### src/rtl/store_align_queue.sv
// Store align queue: lane-aligns M-stage stores (sb/sh/sw/swl/swr) into little-endian byte lanes with strobes, then buffers them for the data bus.
// Latency: an accepted store reaches bus_valid one cycle after acceptance when the queue is empty.
//          addr_err and chk_hit are combinational.
// Backpressure: req_ready is low while the registered count is full, even if the head drains that cycle.
//               The head is held stable while bus_ready is low.
// Ports: clk/reset (async, active-high); req_valid/req_type/req_addr/req_data/req_ready/addr_err (request side);
//        bus_valid/bus_ready/bus_addr/bus_data/bus_strb (drain side); chk_addr/chk_hit (load hazard); empty.
module store_align_queue #(
    parameter int DEPTH = 2,
    parameter int AW    = 32
) (
    input  logic          clk,
    input  logic          reset,
    input  logic          req_valid,
    input  logic [4:0]    req_type,
    input  logic [AW-1:0] req_addr,
    input  logic [31:0]   req_data,
    output logic          req_ready,
    output logic          addr_err,
    output logic          bus_valid,
    input  logic          bus_ready,
    output logic [AW-1:0] bus_addr,
    output logic [31:0]   bus_data,
    output logic [3:0]    bus_strb,
    input  logic [AW-1:0] chk_addr,
    output logic          chk_hit,
    output logic          empty
);

    localparam int PW = $clog2(DEPTH);
    localparam int CW = PW + 1;

    typedef struct packed {
        logic [AW-3:0] waddr;
        logic [31:0]   data;
        logic [3:0]    strb;
    } entry_t;

    entry_t        r_mem [DEPTH];
    logic [PW-1:0] r_head;
    logic [PW-1:0] r_tail;
    logic [CW-1:0] r_count;

    logic [1:0]    w_off;
    logic          w_is_sb, w_is_sh, w_is_sw, w_is_swl, w_is_swr;
    logic          w_type_ok;
    logic          w_enq;
    logic          w_deq;
    entry_t        w_new;
    entry_t        w_head;
    logic [PW-1:0] w_rel;

    assign w_off    = req_addr[1:0];
    assign w_is_sb  = req_type[4];
    assign w_is_sh  = req_type[3];
    assign w_is_sw  = req_type[2];
    assign w_is_swl = req_type[1];
    assign w_is_swr = req_type[0];

    // Exactly one type bit set; zero or multiple bits means no store at all.
    assign w_type_ok = (req_type != 5'b0) && ((req_type & (req_type - 5'd1)) == 5'b0);

    assign addr_err = req_valid & w_type_ok &
                      ((w_is_sh & w_off[0]) | (w_is_sw & (w_off != 2'b00)));

    assign req_ready = (r_count != CW'(DEPTH));
    assign bus_valid = (r_count != '0);
    assign empty     = (r_count == '0);

    assign w_enq = req_valid & req_ready & w_type_ok & ~addr_err;
    assign w_deq = bus_valid & bus_ready;

    // Lane alignment happens before storage so the bus side is a plain register read.
    always_comb begin
        w_new.waddr = req_addr[AW-1:2];
        w_new.data  = '0;
        w_new.strb  = '0;
        if (w_is_sb) begin
            w_new.strb = 4'b0001 << w_off;
            w_new.data = {4{req_data[7:0]}};
        end else if (w_is_sh) begin
            w_new.strb = 4'b0011 << w_off;
            w_new.data = {2{req_data[15:0]}};
        end else if (w_is_sw) begin
            w_new.strb = 4'b1111;
            w_new.data = req_data;
        end else if (w_is_swl) begin
            // swl writes the upper bytes of rt into lanes 0..o.
            w_new.strb = 4'b1111 >> (2'd3 - w_off);
            w_new.data = req_data >> {(2'd3 - w_off), 3'b000};
        end else if (w_is_swr) begin
            // swr writes the lower bytes of rt into lanes o..3.
            w_new.strb = 4'b1111 << w_off;
            w_new.data = req_data << {w_off, 3'b000};
        end
    end

    always_ff @(posedge clk or posedge reset) begin
        if (reset) begin
            r_head  <= '0;
            r_tail  <= '0;
            r_count <= '0;
        end else begin
            if (w_enq) begin
                r_tail <= r_tail + PW'(1);
            end
            if (w_deq) begin
                r_head <= r_head + PW'(1);
            end
            case ({w_enq, w_deq})
                2'b10:   r_count <= r_count + CW'(1);
                2'b01:   r_count <= r_count - CW'(1);
                default: r_count <= r_count;
            endcase
        end
    end

    // Payload storage needs no reset: validity comes from the count alone.
    always_ff @(posedge clk) begin
        if (w_enq) begin
            r_mem[r_tail] <= w_new;
        end
    end

    // Outputs are forced to zero when empty, so reset leaves the bus outputs at 0.
    assign w_head   = r_mem[r_head];
    assign bus_addr = bus_valid ? {w_head.waddr, 2'b00} : '0;
    assign bus_data = bus_valid ? w_head.data : '0;
    assign bus_strb = bus_valid ? w_head.strb : '0;

    // An entry is live if its distance from the head is below the count.
    // Only stored entries are compared, so a same-cycle enqueue never hits.
    always_comb begin
        chk_hit = 1'b0;
        w_rel   = '0;
        for (int i = 0; i < DEPTH; i++) begin
            w_rel = PW'(i) - r_head;
            if (({1'b0, w_rel} < r_count) && (r_mem[i].waddr == chk_addr[AW-1:2])) begin
                chk_hit = 1'b1;
            end
        end
    end

endmodule

### config.mk
export PLATFORM = sky130hd
export DESIGN_NAME = store_align_queue
export DESIGN_NICKNAME = d
export VERILOG_FILES = /design/src/rtl/store_align_queue.sv
export SDC_FILE = /design/constraint.sdc
export NUM_CORES = 1
export LEC_CHECK = 0
export CORE_MARGIN = 3
export CORE_UTILIZATION = 50
export DETAILED_ROUTE_END_ITERATION = 6
export PLACE_DENSITY = 0.9
export RECOVER_POWER = 25
export SLEW_MARGIN = 20
export SYNTH_ARGS = -nofsm -noshare
export SYNTH_HDL_FRONTEND = slang
export SYNTH_SLANG_ARGS = --single-unit
### constraint.sdc
create_clock -name clk -period 5.2 [get_ports clk]
set_input_delay 1.04 -clock clk [delete_from_list [all_inputs] [get_ports clk]]
set_output_delay 1.04 -clock clk [all_outputs]
set_load 0.005 [all_outputs]
### Word-level counts from Yosys, hierarchy flattened

Memories as Yosys holds them, arrays and structs flattened.
Index checks and enable logic that the tools add are counted.

| operators by class | value |
|---|---|
| bitwise gates (word level) | 11 |
| shift-type cells | 6 |
| multiply operators | 0 |
| mux-type cells | 13 |
| div/mod/pow operators | 0 |
| equal/unequal tests | 5 |
| add/sub/neg operators | 8 |
| magnitude comparators | 2 |
| reductions and logical operators | 9 |

Operators by type and width:

| kind | number |
|---|---|
| $mux 36 | 5 |
| $mux 32 | 2 |
| $eq 30x30->1 | 2 |
| $shl 32x5->32 | 1 |
| $shr 32x5->32 | 1 |
| $and 1x1->1 | 8 |
| $reduce_bool 2->1 | 3 |
| $and 5x5->5 | 1 |
| $logic_not 5->1 | 1 |
| $reduce_bool 5->1 | 1 |
| $sub 5x1->5 const B | 1 |
| $lt 1x2->1 | 2 |
| $mux 1 | 4 |
| $mux 4 | 1 |
| $pmux 2 s2 | 1 |
| $shl 1x2->4 const A | 1 |
| $shl 2x2->4 const A | 1 |
| $shl 4x2->4 const A | 1 |
| $shr 4x2->4 const A | 1 |
| $logic_and 1x1->1 | 3 |
| $add 1x1->1 const B | 2 |
| $add 2x1->2 const B | 1 |
| $eq 2x1->1 const B | 1 |
| $eq 2x2->1 const B | 1 |
| 7 further kinds | 8 |

| word-level totals | value |
|---|---|
| flip-flop bits (word level) | 4 |
| word-level logic and storage cells | 58 |
| bits in writable memories | 132 |
| ROM bits | 0 |
| bits in latches | 0 |
| input bits | 105 |
| memories | 1 |

Memories:

| memory | words | width | read ports | clocked after memory_dff | write ports | RTL line | source |
|---|---|---|---|---|---|---|---|
| r_mem | 2 | 66 | 3 | 0 | 1 | 39 | `entry_t r_mem [DEPTH];` |

### Depth between registers and ports, before layout

| logic depth | value |
|---|---|
| word-level depth | 10 |
| mapped depth | 11 |
| mapped depth without buffers | 9 |

### Least setup slack after synthesis

OpenSTA, ideal clock, no wires.

| timing path | value |
|---|---|
| path type | input to register |
| start | input req_addr[1] |
| end | memory r_mem[0][0] (netlist name), enable pin |
| required time | 4.709 ns |
| buffers on the path | 2 |
| arrival | 4.765 ns |
| stages on the path | 8 |
| path slack | -0.056 ns |
| path through | buf_6 buf_12 inv_2 ha_1 inv_1 a22oi_1 nand4_1 nor2_1 |

| on the way | value |
|---|---|
| word-level cells in the longest chain between the ends | 8 |

Ends and longest elaborated chain:

| item | RTL line | source |
|---|---|---|
| start: declaration | 16 | `input logic [AW-1:0] req_addr,` |
| $reduce_bool 2->1 | 64 | `((w_is_sh & w_off[0]) \| (w_is_sw & (w_off != 2'b00)));` |
| $and 1x1->1 | 64 |  |
| $or 1x1->1 | 64 |  |
| $and 1x1->1 | 63 | `assign addr_err = req_valid & w_type_ok &` |
| $not 1->1 | 70 | `assign w_enq = req_valid & req_ready & w_type_ok & ~addr_err;` |
| $and 1x1->1 | 70 |  |
| $mux 1 | 120 | `if (w_enq) begin` |
| $mux 1 (implied by the code) | 121 | `r_mem[r_tail] <= w_new;` |
| end: declaration | 39 |  |

No other way between the ends.

### Worst setup path in the final report

| timing path | value |
|---|---|
| start | input req_addr[1] |
| end | output addr_err |

| on the way | value |
|---|---|
| word-level cells in the longest chain between the ends | 4 |

Ends and longest elaborated chain:

| item | RTL line | source |
|---|---|---|
| $reduce_bool 2->1 | 64 |  |
| $and 1x1->1 | 64 |  |
| $or 1x1->1 | 64 |  |
| $and 1x1->1 | 63 |  |
| end: declaration | 19 | `output logic addr_err,` |

No other way between the ends.

==> impl_metrics.json <==
{
  "dieArea_um2": 16470,
  "start_util_pct": 51.30,
  "worstMarginPinSlew_ps": 1227,
  "rsz0062_at_grt": "no",
  "yosysMostFrequentCell": "edfxtp_1",
  "place_hpwl_um": 13500,
  "fin_nets": 907,
  "gp_congestion": 0.9335,
  "finalSetupTns_ps": 0,
  "synth.avg_cell_area_um2": 11.84,
  "die_w_um": 128.3,
  "first_global_vias": 5503,
  "cp_slowest_cell": "clkdlybuf4s50_1",
  "h-tree-depth": 4,
  "route.vias.total": 5730,
  "fill_cells": 1059,
  "rr_startpoint": "r_count[0]$_DFFE_PP0P_",
  "synthFlopType": "edfxtp_1",
  "synthCells": 632,
  "min_from": "r_tail$_DFFE_PP0P_",
  "cts.sinks": 136,
  "first_pass_iters": 7,
  "antenna_found_initial": 1,
  "r2r_end": "r_mem[1][19]$_DFFE_PP_",
  "antenna_left": 0,
  "cp-start-kind": "input pin",
  "period_share_pct": 79.98,
  "clk_latency_ps": 420,
  "ff_latch_area_um2": 4068,
  "synth.cells.most_frequent": "edfxtp_1, mux2i_1, nor2_1",
  "async_reset_ff_share_pct": 2.941,
  "yosysSeqAreaShare_pct": 54.31,
  "cpLargestDelayFamily": "buffers and inverters",
  "clk_pin_slew_ps": 60,
  "cp_num_buf_inv": 5,
  "yosysTopAreaCellShare_pct": 52.97,
  "syn-cell-area_um2": 7483,
  "endpoint_kind": "primary output",
  "max_stage_delay_ps": 510,
  "crit_chain": "clkdlybuf4s50_1 -> buf_4 -> inv_1 -> ha_1 -> inv_1 -> a22oi_1 -> nor2_1 -> clkdlybuf4s50_1",
  "r2r_cells": 4,
  "fmax_mhz": 240.5,
  "cts.path.max_buffers": 2,
  "wl_met3_um": 1755,
  "setup_viol": 0,
  "wl_met2_um": 9342,
  "cts_tree": "built",
  "drtIter0Drc": 484,
  "fin_crit_ps": 4159,
  "yosys_warnings": 0,
  "holdPathStages": 1,
  "drt-met1-wl_um": 7372,
  "wl_per_cell_um": 19.23,
  "postCtsResizedCells": 0,
  "wl_um": 19080,
  "clock_skew_ps": 8.473,
  "io_pins": 178,
  "place_area_um2": 9315,
  "io_buffers": 173,
  "vias_per_cell": 5.776,
  "drc": 0,
  "grt_start_max_net_pins": 68,
  "globalRouteTotalUtil_pct": 23.27,
  "fp.dieH_um": 128.3,
  "crit_fanout": 25,
  "required_ps": 4160,
  "stdcell_area_um2": 9847,
  "cts_hold_buf": 0,
  "finalMaxSlewViolations": 0,
  "slew_headroom_pct": 17.32,
  "arrival_ps": 3120,
  "highest_layer": "met4",
  "rows": 44,
  "power.density_nw_per_um2": 385.2,
  "grt_pass1_wl_um": 29120,
  "p_leak_uw": 0.003646,
  "cts_setup_buffers": 0,
  "ys_top_cells_by_area": "edfxtp_1, mux2i_1, xor2_1, nor2_1, xnor2_1",
  "drive_gt1_share_pct": 6.939,
  "crit_start": "req_addr[1]",
  "multi_input_comb_area_um2": 3181,
  "grt_overflow": 0,
  "numCtsBuffers": 17,
  "core_um2": 14590,
  "fin_cells": 992,
  "synth_area_leader_cell": "edfxtp_1",
  "synth_edf_count": 132,
  "hp-class": "reg2reg",
  "synth_cell_type_count": 49,
  "whs_endpoint": "r_tail$_DFFE_PP0P_",
  "place_inst": 961,
  "outcome": "finished, final reports clean",
  "peakVddDrop_mv": 0.2102,
  "cap_violations": 0,
  "reg2reg_slack_ps": 3240,
  "areaGrowthSynthToFinish_pct": 31.58,
  "root_buffer": "clkbuf_16",
  "timing_hold_violations_final": 0,
  "ys_ff_latch": 136,
  "crit_type": "in2out"
}
## cells in the final DEF, fill, tap and decap left out, drive strengths merged, types with 2 or more instances in the layout
master and count:
dlygate4sd3 33, ha 6, a2bb2oi 6, a221oi 8, xnor2 27, a21o 2, clkinv 8, buf 11
a21oi 24, conb 2, nand3 6, nor2 91, a22o 15, o22ai 7, mux2i 95, mux2 7
nand2 22, nor4 12, clkinvlp 4, xor2 39, clkdlybuf4s50 139, and2 2, inv 7, o21bai 9
clkbuf 18, or2 2, o31ai 9, nand4 8, edfxtp 132, o21ai 35, nor2b 6, nand2b 2
dfrtp 4
## sequential cells by signal, indices dropped and copies added, names as in the netlist
signal,cells
r_mem,132
r_count,2
r_head,1
r_tail,1
## metal layers
layer | global-route usage [%] | up-vias
li1 | - | 2673
met1 | 28.81 | 2685
met2 | 38.86 | 324
met3 | 5.645 | 48
met4 | 10.36 | 0
met5 | 0 | -
## cells by family after synthesis
logic type	Yosys count	share of synthesized area, %
AOI/OAI and AO/OA	120	10.60
xor gates and xnor gates	66	7.725
adders and majority gates	6	1.003
buffers and inverters	47	3.427
DFF	136	54.31
muxes	102	13.76
other	1	0.05011
and+or+nand+nor	154	9.129
## metrics by stage
step / utilization, % / total power (uW) / hold slack [ps] / setup slack, ps
global placement: 63.85 / 2728 / 536.8 / 1171
detailed placement: 63.85 / 2746 / 547.4 / 1157
global route: 67.50 / 3977 / 585.1 / 931.9
floorplan: - / 2009 / 468.1 / -55.67
finish: 67.50 / 3793 / 557.9 / 1041
CTS: 67.50 / 3841 / 556.1 / 1147
## report_power, final
group / total (uW) / leakage [uW] / switching, uW / internal, uW
combinational: 1340 / 0.00216 / 571 / 768
clock: 1080 / 0.000250 / 437 / 646
sequential: 1370 / 0.00124 / 115 / 1260
## how the worst max path moves through the flow
stage | endpoint | cells after the start
final | addr_err | 8
after global routing | addr_err | 8
after CTS | chk_hit | 7
after detailed placement | chk_hit | 7
after global placement | addr_err | 8
after floorplan | r_mem[0][0]$_DFFE_PP_ | 8
## layout make-up
class,count,share of cell area [%]
sequential,136,41.31
multi-input combinational,450,32.30
timing repair buffer,184,18.34
clock buffer,17,4.320
tap,184,2.338
clock inverter,13,1.093
inverter,7,0.2795
antenna,1,0.02541
Power figures use the tool's default switching activity.
